**src/rtl/bubble_host_reader.sv**
```systemverilog
// Bubble memory host-side page reader: sequences the drive controls toward the emulator
// core and packs the four data lines, one nibble per bit slot, into bytes of a page.
`timescale 1ns/1ps
module bubble_host_reader #(
    parameter int unsigned BITDIV = 120,
    parameter int unsigned BSSLEN = 4,
    parameter int unsigned LAT    = 8,
    parameter int unsigned SLOTS  = 128
) (
    input  logic       MCLK,
    input  logic       RESET,
    input  logic       START,
    input  logic       BOOT,
    input  logic       ABORT,
    output logic       nBSS,
    output logic       nBSEN,
    output logic       nREPEN,
    output logic       nBOOTEN,
    output logic       nSWAPEN,
    input  logic       DOUT0,
    input  logic       DOUT1,
    input  logic       DOUT2,
    input  logic       DOUT3,
    output logic [7:0] BYTE,
    output logic [6:0] BYTEADDR,
    output logic       nBYTEWR,
    output logic       BUSY,
    output logic       DONE
);

    localparam int unsigned CntW  = (BITDIV > 1) ? $clog2(BITDIV) : 1;
    localparam int unsigned SlotW = $clog2(BSSLEN + LAT + SLOTS + 1);

    localparam logic [CntW-1:0]  CntLast  = CntW'(BITDIV - 1);
    localparam logic [CntW-1:0]  CntMid   = CntW'(BITDIV / 2);
    localparam logic [SlotW-1:0] StepLast = SlotW'(BSSLEN - 1);
    localparam logic [SlotW-1:0] EnLast   = SlotW'(LAT - 1);
    localparam logic [SlotW-1:0] CapLast  = SlotW'(SLOTS - 1);

    typedef enum logic [2:0] {
        StIdle,
        StStep,
        StEnable,
        StCapture,
        StRelease,
        StFinish
    } state_e;

    state_e           state_q;
    logic [CntW-1:0]  cnt_q;
    logic [SlotW-1:0] slot_q;
    logic [3:0]       dout_q;
    logic [3:0]       lo_q;
    logic [7:0]       byte_q;
    logic [6:0]       addr_q;
    logic             nbss_q;
    logic             nbsen_q;
    logic             nbooten_q;
    logic             nbytewr_q;
    logic             busy_q;
    logic             done_q;

    logic slot_end;
    logic sample_pt;

    assign slot_end  = (cnt_q == CntLast);
    assign sample_pt = (cnt_q == CntMid);

    always_ff @(posedge MCLK or posedge RESET) begin
        if (RESET) begin
            state_q   <= StIdle;
            cnt_q     <= '0;
            slot_q    <= '0;
            dout_q    <= '0;
            lo_q      <= '0;
            byte_q    <= '0;
            addr_q    <= '0;
            nbss_q    <= 1'b1;
            nbsen_q   <= 1'b1;
            nbooten_q <= 1'b1;
            nbytewr_q <= 1'b1;
            busy_q    <= 1'b0;
            done_q    <= 1'b0;
        end else begin
            // Data lines pass through one register; the mid-slot sample sees this skew.
            dout_q    <= {DOUT3, DOUT2, DOUT1, DOUT0};
            nbytewr_q <= 1'b1;
            done_q    <= 1'b0;
            cnt_q     <= slot_end ? '0 : cnt_q + 1'b1;

            if (state_q != StIdle && ABORT) begin
                state_q   <= StIdle;
                cnt_q     <= '0;
                slot_q    <= '0;
                nbss_q    <= 1'b1;
                nbsen_q   <= 1'b1;
                nbooten_q <= 1'b1;
                busy_q    <= 1'b0;
            end else begin
                unique case (state_q)
                    StIdle: begin
                        cnt_q  <= '0;
                        slot_q <= '0;
                        if (START && !ABORT) begin
                            state_q   <= StStep;
                            nbss_q    <= 1'b0;
                            nbooten_q <= ~BOOT;
                            busy_q    <= 1'b1;
                        end
                    end
                    StStep: begin
                        if (slot_end) begin
                            if (slot_q == StepLast) begin
                                state_q <= StEnable;
                                slot_q  <= '0;
                                nbsen_q <= 1'b0;
                            end else begin
                                slot_q <= slot_q + 1'b1;
                            end
                        end
                    end
                    StEnable: begin
                        if (slot_end) begin
                            if (slot_q == EnLast) begin
                                state_q <= StCapture;
                                slot_q  <= '0;
                            end else begin
                                slot_q <= slot_q + 1'b1;
                            end
                        end
                    end
                    StCapture: begin
                        // Even slot holds the low nibble; odd slot completes and strobes the byte.
                        if (sample_pt) begin
                            if (slot_q[0]) begin
                                byte_q    <= {dout_q, lo_q};
                                addr_q    <= 7'(slot_q >> 1);
                                nbytewr_q <= 1'b0;
                            end else begin
                                lo_q <= dout_q;
                            end
                        end
                        if (slot_end) begin
                            if (slot_q == CapLast) begin
                                state_q <= StRelease;
                                slot_q  <= '0;
                                nbsen_q <= 1'b1;
                            end else begin
                                slot_q <= slot_q + 1'b1;
                            end
                        end
                    end
                    StRelease: begin
                        if (slot_end) begin
                            state_q   <= StFinish;
                            nbss_q    <= 1'b1;
                            nbooten_q <= 1'b1;
                            done_q    <= 1'b1;
                        end
                    end
                    StFinish: begin
                        state_q <= StIdle;
                        cnt_q   <= '0;
                        busy_q  <= 1'b0;
                    end
                    default: begin
                        state_q <= StIdle;
                        cnt_q   <= '0;
                        slot_q  <= '0;
                        busy_q  <= 1'b0;
                    end
                endcase
            end
        end
    end

    assign nBSS     = nbss_q;
    assign nBSEN    = nbsen_q;
    assign nBOOTEN  = nbooten_q;
    assign nREPEN   = 1'b1;
    assign nSWAPEN  = 1'b1;
    assign BYTE     = byte_q;
    assign BYTEADDR = addr_q;
    assign nBYTEWR  = nbytewr_q;
    assign BUSY     = busy_q;
    assign DONE     = done_q;

endmodule
```
**config.mk**
```make
export PLATFORM = sky130hd
export DESIGN_NAME = bubble_host_reader
export DESIGN_NICKNAME = d
export VERILOG_FILES = /design/src/rtl/bubble_host_reader.sv
export SDC_FILE = /design/constraint.sdc
export NUM_CORES = 1
export LEC_CHECK = 0
export ABC_CLOCK_PERIOD_IN_PS = 3500
export BUFFER_PORTS_ARGS = -buffer_cell sky130_fd_sc_hd__buf_2
export CELL_PAD_IN_SITES_DETAIL_PLACEMENT = 0
export CELL_PAD_IN_SITES_GLOBAL_PLACEMENT = 1
export CORE_MARGIN = 2
export CORE_UTILIZATION = 48
export DETAILED_ROUTE_END_ITERATION = 7
export GPL_TIMING_DRIVEN = 0
export PLACE_DENSITY_LB_ADDON = 0.2
export SLEW_MARGIN = 20
export SYNTH_ARGS = -nofsm -noshare
export SYNTH_HDL_FRONTEND = slang
export SYNTH_SLANG_ARGS = --single-unit
```
**constraint.sdc**
```tcl
create_clock -name MCLK -period 3.5 [get_ports MCLK]
set_input_delay 0.175 -clock MCLK [delete_from_list [all_inputs] [get_ports MCLK]]
set_output_delay 0.175 -clock MCLK [all_outputs]
set_load 0.05 [all_outputs]
```
==> results of run 1 <==
repair_timing:
action	CTS	global route
hold buffers	5	0
hold endpoints to repair	15	0
gates resized for setup	0	0
kinds of logic after synthesis:
logic type,synth area share [%]
flops,52.0
xor+xnor,2.31
simple gates,15.6
fa+ha+maj,2.09
other cells,0.165
mux,10.4
compound gates,13.0
buf+inv,4.40
per-layer routing:
metal  routed length [um]  GRT usage, %  vias up  part of all wire [%]
met2                 1970          29.5       27                    46
met1                 2150          25.3      801                    50
li1                     -             -      808                     -
met4                   57          5.56        0                   1.3
met5                    0             0        -                     0
met3                  141          3.87        5                   3.3
worst min-delay path: cells and delay by family:
| family | cells | cell delay, ps |
|---|---|---|
| compound gates | 2 | 180 |
| buf+inv | 1 | 80 |
worst paths after layout:
kind / to / startpoint / slack (ps)
min: nBOOTEN / START / 130
min in group asynchronous: cnt_q[0] / RESET / 370
max: state_q[0] / cnt_q[0] / 1130
max in group asynchronous: nBYTEWR / RESET / 2570
min reg2reg: cnt_q[0] / cnt_q[0] / 480
max reg2reg: state_q[0] / cnt_q[0] / 1130
synth_stat cells (all sizes together), types with 2 or more instances:
library cell and instances:
and2 2, dfstp 4, nand2b 2, a22o 4, a21o 2, nand3 6
or2 3, nor2 18, xor2 3, and3 5, nand2 9, a21oi 5
a22oi 2, clkbuf 4, o21ai 10, ha 3, inv 6, nor3 2
o211ai 2, buf 9, nand4 3, nor4b 3, a41o 2, a2111oi 2
mux2 21, nor2b 4, o31ai 3, dfrtp 43, xnor2 3, nor4 2
state kept, by name, indices dropped and copies added (netlist names):
signal    count
nBSEN         1
nBYTEWR       1
nBOOTEN       1
DONE          1
slot_q        8
dout_q        4
BYTEADDR      7
BYTE          8
cnt_q         7
state_q       3
BUSY          1
nBSS          1
lo_q          4
layout by cell type (no fill, tap or decap), types with 3 or more instances in the layout:
cell,n
nand2_1,9
xnor2_1,3
dfrtp_1,43
nor2_1,18
buf_2,33
o31ai_1,3
a21oi_1,5
nand4_1,3
a22o_1,4
nand3_1,6
dfstp_2,4
inv_1,5
mux2_2,21
xor2_1,3
clkbuf_8,5
nor2b_1,4
dlygate4sd3_1,5
and3_1,5
ha_1,3
o21ai_0,10
clkbuf_1,5
area by class of cell:
class                      count  area share [%]
tap                           54            2.56
buffer                        13            2.94
clock inverter                 2           0.616
multi-input combinational    137            37.6
timing repair buffer          34            7.95
inverter                       6           0.852
sequential                    47            44.7
clock buffer                   6            2.75
report_power, final:
| part | internal (mW) | total [mW] | switching, mW |
|---|---|---|---|
| Clock | 0.144 | 0.333 | 0.190 |
| Sequential | 0.588 | 0.617 | 0.0290 |
| Combinational | 0.111 | 0.332 | 0.221 |
| Total | 0.843 | 1.28 | 0.440 |
==> impl_metrics.py, run 1 <==
metrics = {
    "status": {
        "status": "completed",
    },
    "floorplan": {
        "die_area_mm2": 0.00530,
        "die_height_um": 72.8,
        "die_w_um": 72.8,
        "ios": 32,
        "row_count": 25,
        "core_area_mm2": 0.00463,
        "initial_utilization_pct": 49.1,
    },
    "cells_and_area": {
        "util_after_layout_pct": 57.1,
        "fillCellCount": 434,
        "layout-drive-gt1-share_pct": 32.2,
        "syn2layout_area_growth_pct": 16.3,
        "design_area_mm2": 0.00264,
        "regArea_mm2": 0.00118,
        "nets": 256,
        "post_layout_nonfiller_instances": 299,
        "total_area_of_multi_input_combinational_cells_um2": 995,
        "antenna_cells_inserted": 0,
    },
    "drt": {
        "drt_iter0_drc": 56,
        "detail-route-antenna-nets": 0,
        "dr_total_vias": 1641,
        "drc": 0,
        "detail_route.first_pass.iterations": 4,
        "detail_route.wl_per_cell_um": 14.5,
        "postRouteWirelength_um": 4330,
        "avgViaCountPerCell": 5.49,
    },
    "worst_hold_path": {
        "whs_path_depth": 3,
        "hold_path.class": "in2reg",
    },
    "setup_path": {
        "worst-path-stages": 7,
        "critical_path.n_buffers_inverters": 1,
        "critPathArrivalTime_ps": 2600,
        "startpoint_type": "flop",
        "critical-path-top-delay-family": "simple AND/OR/NAND/NOR gates",
        "max_fanout_on_critical_path": 7,
        "worst_path_max_delay_cell": "nor3b_1",
        "critical_path.endpoint_type": "flop",
        "ff2ff_path_depth": 7,
        "worstPathRequired_ps": 3740,
        "timing_worst_setup_path_type": "reg2reg",
        "cp_cell_sequence": "ha_1 > nand4_1 > nor3b_1 > or2_2 > buf_2 > o311ai_0 > o21bai_1",
        "max_stage_delay_ps": 800,
    },
    "timing": {
        "timing_max_transition_violations_final": 0,
        "postLayoutSetupSlackWorst_ps": 1130,
        "worst-slew-pin-transition_ps": 908,
        "finalSetupTns_ps": 0,
        "fmaxAchievable_mhz": 423,
        "minimum_clock_period_after_layout_ps": 2370,
        "report.final.setup_viol": 0,
        "finalHoldWorstSlack_ps": 132,
        "finalCritPeriodShare_pct": 67.6,
        "unrepaired_setup_endpoints_after_global_routing": "no",
        "timing.clock.skew_ps": 12.1,
        "finalHoldViolations": 0,
        "worst_slew_margin_rel_pct": 39.4,
    },
    "synth": {
        "synth.top_cells.by_area": "dfrtp_1, mux2_2, dfstp_2",
        "post_synth_num_cell_types": 52,
        "postSynthCellCount": 202,
        "synth_largest_area_cell": "dfrtp_1",
        "syn-mean-instance-area_um2": 11.2,
        "synth_seq_area_share_pct": 52.0,
        "syn_area_mm2": 0.00227,
        "netlist.area_leader.share_pct": 47.4,
        "synthArstFlopShare_pct": 100,
        "synth-main-ff-cell": "dfrtp_1",
        "yosys_warnings": 0,
        "number_of_synthesized_flops_with_an_enable_pin": 0,
        "synth-seq-cells": 47,
    },
    "clock_tree": {
        "cts.clk_slew.worst_paths_ps": 100,
        "post-cts-setup-buffers": 0,
        "clock_tree_from_tritoncts": "done",
        "cts_sinks": 47,
        "insertion_delay_ps": 300,
        "cts_buffer_depth": 2,
        "clock-root-buffer": "clkbuf_8",
        "htreeDepth": 2,
        "cts_buffer_count": 5,
    },
    "grt": {
        "vias_in_the_first_global_route": 1556,
        "grt_max_degree": 34,
        "grt.overflow.total": 0,
        "gr-usage-all-layers_pct": 18.4,
        "grt_first_pass_wirelength_um": 7490,
        "number_of_antenna_violations_at_the_first_check_in_global_routing": 0,
    },
    "placed_design": {
        "number_of_cells_after_detailed_placement": 286,
        "dp_hpwl_um": 3060,
        "place.port_buffers": 28,
        "pre_cts_slack_ps": 1130,
        "post_dp_cell_area_mm2": 0.00250,
        "gp_congestion": 0.842,
    },
    "power_and_ir_drop": {
        "leakage_power_figure_nw": 1.30,
        "cellPowerDensity_mw_per_mm2": 485,
        "totalPowerFinal_mw": 1.28,
        "worst_ir_drop_vdd_mv": 0.250,
    },
    "flow_run": {
        "cap_viol_max_count": 0,
    },
}
Power figures use the tool's default switching activity.
==> run 2, diff against run 1 <==
--- a/config.mk
+++ b/config.mk
@@ -5,12 +5,12 @@
 export SDC_FILE = /design/constraint.sdc
 export NUM_CORES = 1
 export LEC_CHECK = 0
-export ABC_CLOCK_PERIOD_IN_PS = 3500
+export ABC_CLOCK_PERIOD_IN_PS = 2000
 export BUFFER_PORTS_ARGS = -buffer_cell sky130_fd_sc_hd__buf_2
 export CELL_PAD_IN_SITES_DETAIL_PLACEMENT = 0
 export CELL_PAD_IN_SITES_GLOBAL_PLACEMENT = 1
 export CORE_MARGIN = 2
-export CORE_UTILIZATION = 48
+export CORE_UTILIZATION = 40
 export DETAILED_ROUTE_END_ITERATION = 7
 export GPL_TIMING_DRIVEN = 0
 export PLACE_DENSITY_LB_ADDON = 0.2
==> constraint.sdc (replaced) <==
create_clock -name MCLK -period 2 [get_ports MCLK]
set_input_delay 0.1 -clock MCLK [delete_from_list [all_inputs] [get_ports MCLK]]
set_output_delay 0.1 -clock MCLK [all_outputs]
set_load 0.05 [all_outputs]
==> impl_metrics.py, run 2 (same netlist as run 1, synthesis figures left out) <==
metrics = {
    "placed_design": {
        "dp_hpwl_um": 3250,
        "number_of_cells_after_detailed_placement": 304,
        "gp_congestion": 0.814,
        "place.port_buffers": 28,
    },
    "cells_and_area": {
        "most_common_library_cell_in_the_layout_ignoring_fill_and_taps": "dfrtp_1",
        "layout-drive-gt1-share_pct": 40.1,
        "syn2layout_area_growth_pct": 25.7,
        "nets": 268,
        "antenna_cells_inserted": 0,
        "post_layout_nonfiller_instances": 329,
        "regArea_mm2": 0.00118,
        "total_area_of_multi_input_combinational_cells_mm2": 0.00107,
        "final_cell_mix": "dfrtp_1, buf_2, mux2_2",
        "fillCellCount": 503,
    },
    "drt": {
        "detail_route.wl_per_cell_um": 14.6,
        "drt_iter0_drc": 37,
        "detail_route.first_pass.iterations": 4,
        "postRouteWirelength_um": 4810,
        "drc": 0,
        "avgViaCountPerCell": 5.25,
        "detail-route-antenna-nets": 0,
        "dr_total_vias": 1728,
    },
    "grt": {
        "vias_in_the_first_global_route": 1709,
        "grt_first_pass_wirelength_um": 8100,
        "grt_max_degree": 27,
        "gr-usage-all-layers_pct": 16.4,
        "number_of_antenna_violations_at_the_first_check_in_global_routing": 0,
        "grt.overflow.total": 0,
    },
    "clock_tree": {
        "cts_buffer_count": 5,
        "htreeDepth": 2,
        "cts_sinks": 47,
        "cts_buffer_depth": 2,
        "insertion_delay_ps": 310,
        "clock-root-buffer": "clkbuf_8",
        "clock_tree_from_tritoncts": "done",
        "cts.clk_slew.worst_paths_ps": 100,
    },
    "power_and_ir_drop": {
        "worst_ir_drop_vdd_mv": 0.467,
        "cellPowerDensity_mw_per_mm2": 828,
        "leakage_power_figure_nw": 1.38,
        "totalPowerFinal_mw": 2.36,
    },
    "setup_path": {
        "startpoint_type": "flop",
        "reg2reg_slack_ps": 60,
        "max_fanout_on_critical_path": 10,
        "r2r_start": "slot_q[0]",
        "ff2ff_path_depth": 6,
        "worstPathRequired_ps": 2230,
        "critPathArrivalTime_ps": 2180,
        "critical_path.endpoint_type": "flop",
        "crit-reg2reg-capture": "slot_q[3]",
        "timing_worst_setup_path_type": "reg2reg",
    },
    "floorplan": {
        "ios": 32,
        "die_height_um": 79.4,
        "core_area_mm2": 0.00551,
        "initial_utilization_pct": 41.3,
        "die_area_mm2": 0.00630,
        "die_w_um": 79.4,
        "row_count": 27,
    },
    "worst_hold_path": {
        "hold_path.class": "in2reg",
        "whs_path_depth": 3,
        "min_to": "nBOOTEN",
        "hold_start": "START",
    },
    "timing": {
        "finalHoldViolations": 0,
        "minimum_clock_period_after_layout_ps": 1940,
        "timing.clock.skew_ps": 8.90,
        "report.final.setup_viol": 0,
        "fmaxAchievable_mhz": 515,
        "worst_slew_margin_rel_pct": 60.3,
        "unrepaired_setup_endpoints_after_global_routing": "yes",
        "worst-slew-pin-transition_ps": 595,
        "timing_max_transition_violations_final": 0,
        "finalCritPeriodShare_pct": 97.1,
    },
    "status": {
        "status": "completed",
    },
    "flow_run": {
        "cap_viol_max_count": 0,
    },
}
[run 2: cell type report]
class / instances / share of cell area (%)
inverters: 6 / 0.788
multi-input cells: 137 / 37.5
clock buffers: 5 / 2.41
clock inverters: 3 / 0.964
well taps: 72 / 3.15
plain buffers: 11 / 2.50
repair buffers: 48 / 11.3
flip-flops and latches: 47 / 41.4
[run 2: worst max-delay path by stage]
stage,depth (start not counted),endpoint,slack [ps],startpoint
2_1_floorplan,7,slot_q[3],20,slot_q[0]
3_3_place_gp,7,state_q[0],-360,cnt_q[0]
3_5_place_dp,7,state_q[0],-360,cnt_q[0]
4_1_cts,7,state_q[0],-6,cnt_q[0]
5_1_grt,6,slot_q[3],-50,cnt_q[0]
6_report,6,slot_q[3],60,slot_q[0]
[run 2: what timing repair did]
item	in CTS	in global routing
buffers inserted	9	5
gates resized for setup	9	8
pin swaps	5	6
setup endpoints to repair	15	17
hold buffers	5	0
endpoints found under the hold margin	26	0
[run 2: per-layer routing]
layer / GRT usage (%) / share of wire [%] / wire, um
met1: 21.2 / 48 / 2290
met5: 0 / 0 / 0
met3: 3.73 / 3.0 / 145
met2: 27.8 / 48 / 2330
met4: 4.14 / 1.0 / 48
[run 2: report_power, final]
group          switching (mW)  internal, mW
Clock                   0.354         0.259
Combinational           0.423         0.249
Sequential             0.0482          1.03
[run 2: worst max-delay path, cell delays in order (launching register included)]
cell	delay [ps]
dfrtp_2	440
ha_4	170
nor2b_1	140
a311o_1	370
and2_4	190
or4_4	480
o211ai_2	70
[run 2: per-stage QoR]
step           utilization, %  hold WS [ps]  setup WS [ps]  TNS, ps  cell area [um2]
2_1_floorplan               -           131           20.0        0             2280
3_3_place_gp             45.5           208           -360    -2870             2510
3_5_place_dp             46.0           203           -359    -2780             2530
4_1_cts                  50.7          59.2          -5.77    -5.77             2790
5_1_grt                  51.9          70.0          -54.5    -92.5             2860
6_report                 51.9          76.6           57.7        0             2860
